### src/rtl/clock_ctrl_pkg.sv
// clock_ctrl_pkg: shared mode encoding and mode sequencing for the time-of-day controller
package clock_ctrl_pkg;
  typedef enum logic [1:0] {
    MODE_RUN      = 2'd0,
    MODE_SET_HOUR = 2'd1,
    MODE_SET_MIN  = 2'd2
  } mode_e;

  // The unused encoding 3 behaves like RUN, so it also advances to SET_HOUR.
  function automatic mode_e mode_step(input mode_e m);
    return m == MODE_SET_HOUR ? MODE_SET_MIN : m == MODE_SET_MIN ? MODE_RUN : MODE_SET_HOUR;
  endfunction
endpackage

### src/rtl/key_debounce.sv
// key_debounce: synchronize an active-low key, accept stable levels, pulse once per accepted press
module key_debounce #(
  parameter int DEBOUNCE_CYCLES = 1_000_000
) (
  input  logic clock,
  input  logic reset,
  input  logic key_n,
  output logic press
);
  localparam int CW = $clog2(DEBOUNCE_CYCLES + 1);
  localparam logic [CW-1:0] LAST = CW'(DEBOUNCE_CYCLES);
  logic s0, s1, level, armed;
  logic [1:0] vld;
  logic [CW-1:0] cnt;
  // Presses are armed only after a genuine released sample (vld marks s1 as real data), so a key held through reset stays silent.
  always_ff @(posedge clock or posedge reset)
    if (reset) begin
      {s0, s1, level, armed, press} <= '0;
      vld <= '0;
      cnt <= '0;
    end else begin
      s0 <= ~key_n;
      s1 <= s0;
      vld <= {vld[0], 1'b1};
      armed <= armed | (vld[1] & ~s1);
      press <= 1'b0;
      if (s1 == level) cnt <= '0;
      else if (cnt == LAST) begin
        cnt <= '0;
        level <= s1;
        press <= s1 & armed;
      end else cnt <= cnt + CW'(1);
    end
endmodule

### src/rtl/clock_ctrl.sv
// clock_ctrl: one-second prescaler, RUN/SET_HOUR/SET_MIN mode machine and display gating
module clock_ctrl
  import clock_ctrl_pkg::*;
#(
  parameter int TICKS_PER_SEC   = 50_000_000,
  parameter int DEBOUNCE_CYCLES = 1_000_000
) (
  input  logic       clock,
  input  logic       reset,
  input  logic       key_mode_n,
  input  logic       key_inc_n,
  output logic       sec_tick,
  output logic       min_inc,
  output logic       hour_inc,
  output logic       sec_clear,
  output logic [1:0] mode,
  output logic       disp_en_hours,
  output logic       disp_en_minutes,
  output logic       dot
);
  localparam int CW = $clog2(TICKS_PER_SEC);
  localparam logic [CW-1:0] LAST = CW'(TICKS_PER_SEC - 1);
  localparam logic [CW-1:0] HALF = CW'(TICKS_PER_SEC / 2);
  mode_e mode_q, mode_nx;
  logic [CW-1:0] cnt, cnt_nx;
  logic press_mode, press_inc, tick_nx, min_nx, hour_nx, clear_nx, blink_on, setting;

  key_debounce #(.DEBOUNCE_CYCLES(DEBOUNCE_CYCLES)) u_mode (
    .clock(clock), .reset(reset), .key_n(key_mode_n), .press(press_mode)
  );
  key_debounce #(.DEBOUNCE_CYCLES(DEBOUNCE_CYCLES)) u_inc (
    .clock(clock), .reset(reset), .key_n(key_inc_n), .press(press_inc)
  );

  // State register: mode, prescaler and all registered pulses.
  always_ff @(posedge clock or posedge reset)
    if (reset) begin
      mode_q <= MODE_RUN;
      cnt <= '0;
      {sec_tick, min_inc, hour_inc, sec_clear} <= '0;
    end else begin
      mode_q <= mode_nx;
      cnt <= cnt_nx;
      {sec_tick, min_inc, hour_inc, sec_clear} <= {tick_nx, min_nx, hour_nx, clear_nx};
    end

  // Next state: mode steps on a mode press; prescaler wraps, restarting a full second on return to RUN.
  always_comb begin
    mode_nx = press_mode ? mode_step(mode_q) : mode_q;
    cnt_nx = (press_mode && mode_q == MODE_SET_MIN) ? '0 : cnt == LAST ? '0 : cnt + CW'(1);
  end

  // Outputs: pulse next-values (a mode press wins over an inc press) and display gating from registered state.
  always_comb begin
    tick_nx = mode_nx != MODE_SET_HOUR && mode_nx != MODE_SET_MIN && cnt_nx == LAST;
    hour_nx = press_inc && !press_mode && mode_q == MODE_SET_HOUR;
    min_nx = press_inc && !press_mode && mode_q == MODE_SET_MIN;
    clear_nx = press_mode && mode_q == MODE_SET_MIN;
    blink_on = cnt < HALF;
    setting = mode_q == MODE_SET_HOUR || mode_q == MODE_SET_MIN;
    disp_en_hours = mode_q == MODE_SET_HOUR ? blink_on : 1'b1;
    disp_en_minutes = mode_q == MODE_SET_MIN ? blink_on : 1'b1;
    dot = setting ? 1'b1 : blink_on;
  end

  assign mode = mode_q;
endmodule
### config.mk
export PLATFORM = sky130hd
export DESIGN_NAME = clock_ctrl
export DESIGN_NICKNAME = d
export VERILOG_FILES = /design/src/rtl/clock_ctrl_pkg.sv /design/src/rtl/key_debounce.sv /design/src/rtl/clock_ctrl.sv
export SDC_FILE = /design/constraint.sdc
export NUM_CORES = 1
export LEC_CHECK = 0
export CAP_MARGIN = 0
export CORE_MARGIN = 2
export CORE_UTILIZATION = 60
export CTS_CLUSTER_DIAMETER = 120
export DETAILED_ROUTE_END_ITERATION = 8
export PLACE_DENSITY = 0.76
export RECOVER_POWER = 25
export SLEW_MARGIN = 20
export SYNTH_ARGS = -nofsm -noshare
export SYNTH_HDL_FRONTEND = slang
export SYNTH_SLANG_ARGS = --single-unit
### constraint.sdc
create_clock -name clock -period 3.3 [get_ports clock]
set_input_delay 0.825 -clock clock [delete_from_list [all_inputs] [get_ports clock]]
set_output_delay 0.825 -clock clock [all_outputs]
set_load 0.005 [all_outputs]
==> results of run 1 <==
==> layout by cell type, fill, tap and decap left out, types with 2 or more instances in the layout <==
cell type,n
sky130_fd_sc_hd__nand4_1,19
sky130_fd_sc_hd__o21ai_0,10
sky130_fd_sc_hd__and4_1,7
sky130_fd_sc_hd__nor2_1,78
sky130_fd_sc_hd__or3_1,4
sky130_fd_sc_hd__or4_1,2
sky130_fd_sc_hd__dfrtp_2,2
sky130_fd_sc_hd__nand3_1,26
sky130_fd_sc_hd__nor4_2,2
sky130_fd_sc_hd__clkinvlp_4,2
sky130_fd_sc_hd__buf_4,7
sky130_fd_sc_hd__ha_1,7
sky130_fd_sc_hd__clkbuf_8,9
sky130_fd_sc_hd__mux2_2,2
sky130_fd_sc_hd__inv_6,2
sky130_fd_sc_hd__and3b_1,2
sky130_fd_sc_hd__nand4b_1,2
sky130_fd_sc_hd__inv_1,16
sky130_fd_sc_hd__a21o_1,5
sky130_fd_sc_hd__nor3_1,11
sky130_fd_sc_hd__nor2b_1,5
sky130_fd_sc_hd__and3_1,10
sky130_fd_sc_hd__a21oi_1,7
sky130_fd_sc_hd__nand2_1,30
sky130_fd_sc_hd__dlygate4sd3_1,3
sky130_fd_sc_hd__dfrtp_1,82
sky130_fd_sc_hd__xnor2_1,26
sky130_fd_sc_hd__xor2_1,33
sky130_fd_sc_hd__clkdlybuf4s50_1,9
sky130_fd_sc_hd__nor4_1,5
sky130_fd_sc_hd__nor4b_1,3
==> per-layer routing <==
layer / GRT usage / vias up / wire length [um]
met4: 0.0923 / 0 / 200
li1: - / 1507 / -
met2: 0.379 / 77 / 3920
met3: 0.0578 / 20 / 397
met1: 0.308 / 1524 / 3460
met5: 0 / - / 0
==> power breakdown <==
part | internal, uW | leakage (uW) | switching [uW]
clock | 356 | 0.0000935 | 374
sequential | 1040 | 0.00113 | 9.34
combinational | 13.6 | 0.000784 | 35.6
total | 1410 | 0.00200 | 419
==> through the flow <==
step / utilization / total power (uW) / worst slack (ps)
CTS: 0.686 / 1850 / 10.9
global route: 0.686 / 1910 / 3.27
floorplan: - / 1100 / 310
finish: 0.686 / 1830 / 101
global placement: 0.655 / 1120 / 364
detailed placement: 0.655 / 1120 / 346
==> flip-flops by register name (all words and copies together), names as in the netlist, 2 cells and up <==
name / cells
cnt: 26
mode: 2
u_inc.cnt: 20
u_inc.vld: 2
u_mode.cnt: 20
==> how the worst max path moves through the flow <==
| stage | startpoint | end | slack (ps) | cells past startpoint |
|---|---|---|---|---|
| 6_report | cnt[10] | disp_en_minutes | 100 | 7 |
| 5_1_grt | cnt[10] | disp_en_minutes | 3 | 7 |
| 4_1_cts | cnt[9] | disp_en_minutes | 10 | 7 |
| 3_5_place_dp | cnt[10] | disp_en_minutes | 350 | 7 |
| 3_3_place_gp | cnt[10] | dot | 360 | 7 |
| 2_1_floorplan | reset | cnt[0] | 310 | 1 |
==> final cells by class <==
type	count	area [um^2]	area share
Timing Repair Buffer	20	193	0.0416
Multi-Input combinational cell	316	1970	0.426
Tap cell	80	100	0.0216
Clock buffer	10	128	0.0275
Inverter	17	65.1	0.0140
Sequential cell	84	2100	0.454
Clock inverter	6	71.3	0.0154
==> kinds of logic (layout without fill, tap and decap cells) <==
kind of cell               count (synthesis)  after routing  synth area share
AOI/OAI and AO/OA                         29             29            0.0431
xor gates and xnor gates                  59             59             0.124
adders and majority gates                  7              7            0.0209
buffers and inverters                     26             53            0.0239
DFF                                       84             84             0.503
muxes                                      3              3           0.00778
other                                      1              1          0.000897
and+or+nand+nor                          217            217             0.277
==> worst register-to-register path, stage by stage, from the launching register on <==
cell                      delay [ps]
sky130_fd_sc_hd__dfrtp_1         440
sky130_fd_sc_hd__ha_1            230
sky130_fd_sc_hd__nand3_1         190
sky130_fd_sc_hd__nor4_4          320
sky130_fd_sc_hd__xnor2_1         110
sky130_fd_sc_hd__or4_1           520
sky130_fd_sc_hd__or4b_1          490
sky130_fd_sc_hd__nor4_2          200
==> what timing repair did <==
item,CTS,global route
endpoints found under the setup margin,3,3
pin swaps,1,1
setup buffers,1,1
gates resized for setup,2,1
==> impl_results.md, run 1 <==
- Result of the run: finished with violations
- Violated checks: max-capacitance violations, max-slew violations
- Max_cap viols: 1
- Post-Synthesis Mean Instance Area: 9.82 um^2
- Total of buffers placed on input and output ports: 12
- R2r worst-path depth: 7
- Effective utilization at floorplan: 0.619
- Detailed router's first-iteration violation count: 165
- Critical path launch point type: flip-flop
- Count of flip-flops with a built-in enable after synthesis: 0
- Register-to-register setup slack: 710 ps
- Vertical extent of the die: 87.5 um
- Top Family by Delay on Critical Path: simple AND/OR/NAND/NOR gates
- Endpoint class of the critical path: primary output
- Cell type of the slowest stage on the worst timing path: sky130_fd_sc_hd__or4_1
- CTS Hold Buffers Added: 0
- Tcrit/Tclk final: 0.969
- ANT nets after route: 0
- Leading post-synthesis cells by instance count: 84 x sky130_fd_sc_hd__dfrtp_1, 78 x sky130_fd_sc_hd__nor2_1, 33 x sky130_fd_sc_hd__xor2_1, 30 x sky130_fd_sc_hd__nand2_1, 26 x sky130_fd_sc_hd__xnor2_1
- Fmax: 0.313 GHz
- Die X-Extent: 87.5 um
- Post-route standard cell area excluding fillers: 0.00464 mm^2
- Maximum buffer depth of the clock tree: 2
- Number of iterations in the first detailed-routing pass: 4
- Syn Nets: 437
- Post-synth ARST share: 1.00
- First-pass GRT wire length: 14100 um
- Number of diodes added for antenna fixing: 0
- Cell chain of the critical path: or4_1 -> nor2_1 -> nor2_1 -> o21ai_1 -> a211o_1 -> a21o_1 -> clkdlybuf4s50_1
- Number of antenna violations at the first check in global routing: 0
- Slowest Stage Delay on Critical Path: 540 ps
- Required time at the endpoint of the critical path: 2470 ps
- Routed wire length: 7980 um
- Dominant synthesized flop cell: sky130_fd_sc_hd__dfrtp_1
- Final RePlAce weighted congestion: 0.854
- HP Class: reg2reg
- Final-report max-slew violation count: 38
- Top area cells in the synthesized netlist: sky130_fd_sc_hd__dfrtp_1 50%, sky130_fd_sc_hd__nor2_1 7.0%, sky130_fd_sc_hd__xor2_1 6.9%, sky130_fd_sc_hd__xnor2_1 5.4%, sky130_fd_sc_hd__nand3_1 3.0%
- Detailed-route vias per instance: 5.87
- Maximum fanout encountered on the critical timing path: 3
- Nets@finish: 459
- Worst-skew pair later-pin latency: 360 ps
- Most frequent cell on the critical path: sky130_fd_sc_hd__nor2_1
- Sink count of the clock tree: 84
- HPWL after detailed placement: 5660 um
- Worst min-delay path startpoint: u_mode.s0
- Core Box Area: 0.00676 mm^2
- Total GRT Usage: 0.236
- IR drop worst, VDD: 0.303 mV
- Reg-to-reg endpoint: sec_tick
- Flip-flop and latch count after synthesis: 84
- Full die area: 0.00765 mm^2
- Hold Path Cell Cnt: 0
- Maximum level of the CTS H-tree: 3
- # placed instances: 515
- Syn Std Cell Area: 0.00418 mm^2
- Buf/Inv on CP: 1
- Library cell with the highest instance count after synthesis: sky130_fd_sc_hd__dfrtp_1
- Share of synthesized area occupied by flip-flops and latches: 0.503
- Final hold vios: 0
- Arrival time worst endpoint: 2370 ps
- Warnings from Yosys: 0
- Cts bufs inserted: 9
- CTS root buf: sky130_fd_sc_hd__clkbuf_8
- Cell area after placement: 0.00442 mm^2
- Instance count of the mapped netlist: 426
- Final setup fails: 0
- DRC Markers: 0
- Hold EP: u_mode.s1
- Final critical path time including I/O delays and setup: 3200 ps
- Startpoint of the most critical register-to-register path: cnt[0]
- Total vias in the final route: 3128
- Clock edge transition at the registers on the reported setup and hold paths: 90 ps
- Std cell rows: 30
- Synth area leader: sky130_fd_sc_hd__dfrtp_1
- Final non-filler cell total: 533
- Pwr per Cell Area: 394 mW/mm^2
- Measured slew at the worst slew-check pin: 1640 ps
- Total congestion overflow after global routing: 0
- Filler instances: 546
- Total Neg Setup Slack: 0 ps
- Slew margin rel.: -0.102
- Via count of the first global-routing pass: 3122
- Maximum clock skew at final layout: 11.6 ps
- RSZ-0062 raised after global routing: no
- CTS tree: built
- Top-area cell type share of the netlist area: 0.503
- Avg WL per Cell: 15.0 um
- Standby leakage power: 0.00200 uW
- Proportion of layout cells with a drive suffix above 1: 0.0795
- Number of top-level design ports: 13
- Smallest hold slack: 354 ps
- Count of cell types in the netlist: 46
- Critical Setup Path Class: reg2out
- Layout area overhead: 10.9%
- Maximum number of pins on one net before global-route repair: 48
Note: power is estimated with default switching activity, not from simulation.
==> run 2: changes to the inputs <==
- ABC_AREA: not set -> 1
- CORE_UTILIZATION: 60 -> 25
- PLACE_DENSITY: 0.76 -> 0.37
- clock period: 3.3 -> 3.4 ns (I/O delays scaled with it)
==> run 2 against run 1 <==
The run still ends with max-capacitance violations, max-slew violations left. Sequential cell count is the same. First-iteration DRC count grew 50%. Non-clock buffer count shrank 3. Clock skew shrank 5.4 ps.
==> impl_results.md, run 2 <==
- Final hold vios: 0
- Syn Std Cell Area: 0.00461 mm^2
- Final-report max-slew violation count: 85
- CTS Hold Buffers Added: 0
- Clock edge transition at the registers on the reported setup and hold paths: 60 ps
- Maximum buffer depth of the clock tree: 2
- Required time at the endpoint of the critical path: 2550 ps
- Detailed-route vias per instance: 4.29
- Leading post-synthesis cells by instance count: 120 x sky130_fd_sc_hd__nand2_1, 103 x sky130_fd_sc_hd__inv_1, 94 x sky130_fd_sc_hd__nor2_1, 84 x sky130_fd_sc_hd__dfrtp_1, 44 x sky130_fd_sc_hd__nand3_1
- Post-Synthesis Mean Instance Area: 7.71 um^2
- Detailed router's first-iteration violation count: 248
- Instance count of the mapped netlist: 598
- Number of top-level design ports: 13
- Final setup fails: 0
- Post-cts sizing count: 0
- Combinational group share of total power: 0.024
- Final critical path time including I/O delays and setup: 3080 ps
- Hold EP: u_inc.vld[1]
- Library cell with the highest instance count after synthesis: sky130_fd_sc_hd__nand2_1
- Post-route standard cell area excluding fillers: 0.00537 mm^2
- Violated checks: max-capacitance violations, max-slew violations
- Count of cell types in the netlist: 37
- Total of buffers placed on input and output ports: 12
- Maximum number of pins on one net before global-route repair: 85
- Nets@finish: 634
- DRC Markers: 0
- Total vias in the final route: 3676
- Cell area after placement: 0.00505 mm^2
- Final RePlAce weighted congestion: 0.844
- Maximum fanout encountered on the critical timing path: 4
- Net switching component of the power: 468 uW
- Measured slew at the worst slew-check pin: 1970 ps
- Vertical extent of the die: 140 um
- Avg WL per Cell: 13.0 um
- Critical Setup Path Class: reg2out
- IR drop worst, VDD: 0.279 mV
- Flip-flop and latch count after synthesis: 84
- Final Power: 2230 uW
- Internal: 1760 uW
- R2r worst-path depth: 10
- Endpoint class of the critical path: primary output
- Full die area: 0.0195 mm^2
- Total congestion overflow after global routing: 0
- Hold Path Cell Cnt: 0
- Warnings from Yosys: 0
- Worst min-delay path startpoint: u_inc.vld[0]
- Core Box Area: 0.0180 mm^2
- Tcrit/Tclk final: 0.906
- Total Neg Setup Slack: 0 ps
- First-pass GRT wire length: 18800 um
- Proportion of layout cells with a drive suffix above 1: 0.0955
- Standby leakage power: 0.00247 uW
- Reg-to-reg endpoint: sec_tick
- Sink count of the clock tree: 84
- Slew margin rel.: -0.314
- Fmax: 0.325 GHz
- Critical path launch point type: flip-flop
- Std cell rows: 49
- ANT nets after route: 0
- Post-CTS setup buffers: 0
- Maximum clock skew at final layout: 6.16 ps
- Worst-skew pair later-pin latency: 340 ps
- Count of flip-flops with a built-in enable after synthesis: 0
- Top area cells in the synthesized netlist: sky130_fd_sc_hd__dfrtp_1 46%, sky130_fd_sc_hd__nand2_1 9.8%, sky130_fd_sc_hd__inv_1 8.4%, sky130_fd_sc_hd__nor2_1 7.7%, sky130_fd_sc_hd__nand3_1 4.8%
- Syn Nets: 609
- Share of synthesized area occupied by flip-flops and latches: 0.456
- Final Util: 0.298
- Number of antenna violations at the first check in global routing: 0
- Number of diodes added for antenna fixing: 0
- Pwr per Cell Area: 416 mW/mm^2
- Post-synth ARST share: 1.00
- Part of the total power dissipated in sequential elements: 0.455
- Layout area overhead: 16.4%
- Share of total power in the clock network: 0.521
- Maximum level of the CTS H-tree: 3
- Number of flip-flops in the largest register: 26
- Top-area cell type share of the netlist area: 0.456
- Arrival time worst endpoint: 2230 ps
- Synth area leader: sky130_fd_sc_hd__dfrtp_1
- HP Class: reg2reg
- Max_cap viols: 1
- Register-to-register setup slack: 850 ps
- Cts bufs inserted: 9
- Effective utilization at floorplan: 0.256
- Via count of the first global-routing pass: 3633
- Total GRT Usage: 0.122
- Result of the run: finished with violations
- Most frequent standard cell in the layout excluding fill and tap cells: sky130_fd_sc_hd__nand2_1
- Largest reg by FF count: cnt
- Switching share of total power: 0.210
- Die X-Extent: 140 um
- RSZ-0062 raised after global routing: no
- HPWL after detailed placement: 8230 um
- Biggest regs: cnt x26, u_inc.cnt x20, u_mode.cnt x20
- Leading cell types in the layout, fill and taps excluded: 120 x sky130_fd_sc_hd__nand2_1, 102 x sky130_fd_sc_hd__inv_1, 95 x sky130_fd_sc_hd__nor2_1
- Startpoint of the most critical register-to-register path: mode[0]
- CTS root buf: sky130_fd_sc_hd__clkbuf_16
- Dominant synthesized flop cell: sky130_fd_sc_hd__dfrtp_1
- CTS tree: built
- Number of iterations in the first detailed-routing pass: 4
- Routed wire length: 11100 um
==> run 2: layout make-up <==
type | count | area, um^2
fill | 1951 | 12700
sequential | 84 | 2100
multi-input combinational | 407 | 2080
inverter | 104 | 392
tap | 229 | 287
clock buffer | 11 | 243
timing repair buffer | 17 | 151
clock inverter | 5 | 108
==> run 2: worst max path at each step <==
stage	startpoint	endpoint	slack (ps)	depth (start not counted)
2_1_floorplan	reset	cnt[0]	380	1
3_3_place_gp	cnt[18]	dot	630	8
3_5_place_dp	cnt[19]	dot	660	8
4_1_cts	cnt[19]	dot	270	8
5_1_grt	reset	cnt[22]	90	3
6_report	cnt[19]	dot	320	8
==> run 2: metal layers <==
layer  GRT usage  vias to the layer above  wire length [um]
li1            -                     1925                 -
met3      0.0313                        9               272
met1       0.157                     1708              5440
met5           0                        -                 0
met2       0.204                       34              5290
met4      0.0289                        0               116
==> run 2: kinds of logic after synthesis <==
group | synth area share
buffers and inverters | 0.0877
AO/OA/AOI/OAI | 0.0356
AND/OR/NAND/NOR | 0.357
other | 0.000814
XOR/XNOR | 0.0415
adder cells (fa/ha/maj) | 0.0190
multiplexers | 0.00244
flip-flops | 0.456
==> run 2: stage by stage <==
| stage | std cells | setup WS, ps | hold slack (ps) |
|---|---|---|---|
| 3_3_place_gp | 841 | 634 | 336 |
| 6_report | 857 | 321 | 349 |
| 2_1_floorplan | 598 | 385 | 331 |
| 5_1_grt | 857 | 92.5 | 354 |
| 3_5_place_dp | 841 | 661 | 336 |
| 4_1_cts | 857 | 269 | 351 |
==> run 2: power by group through the flow <==
| stage | clock [uW] | sequential, uW | combinational [uW] |
|---|---|---|---|
| 2_1_floorplan | 0 | 1030 | 37.4 |
| 3_3_place_gp | 0 | 1040 | 59.8 |
| 3_5_place_dp | 0 | 1040 | 59.6 |
| 4_1_cts | 1210 | 1020 | 60.0 |
| 5_1_grt | 1250 | 1020 | 64.2 |
| 6_report | 1160 | 1020 | 52.9 |
==> run 2: worst max-delay path: stages, from the launching register on <==
cell                              delay (ps)
sky130_fd_sc_hd__dfrtp_1                 390
sky130_fd_sc_hd__nand2_1                  70
sky130_fd_sc_hd__inv_1                    70
sky130_fd_sc_hd__nand3_1                  80
sky130_fd_sc_hd__or4_1                   430
sky130_fd_sc_hd__o21ai_0                 170
sky130_fd_sc_hd__buf_4                   160
sky130_fd_sc_hd__nand2_1                  80
sky130_fd_sc_hd__clkdlybuf4s50_1         450
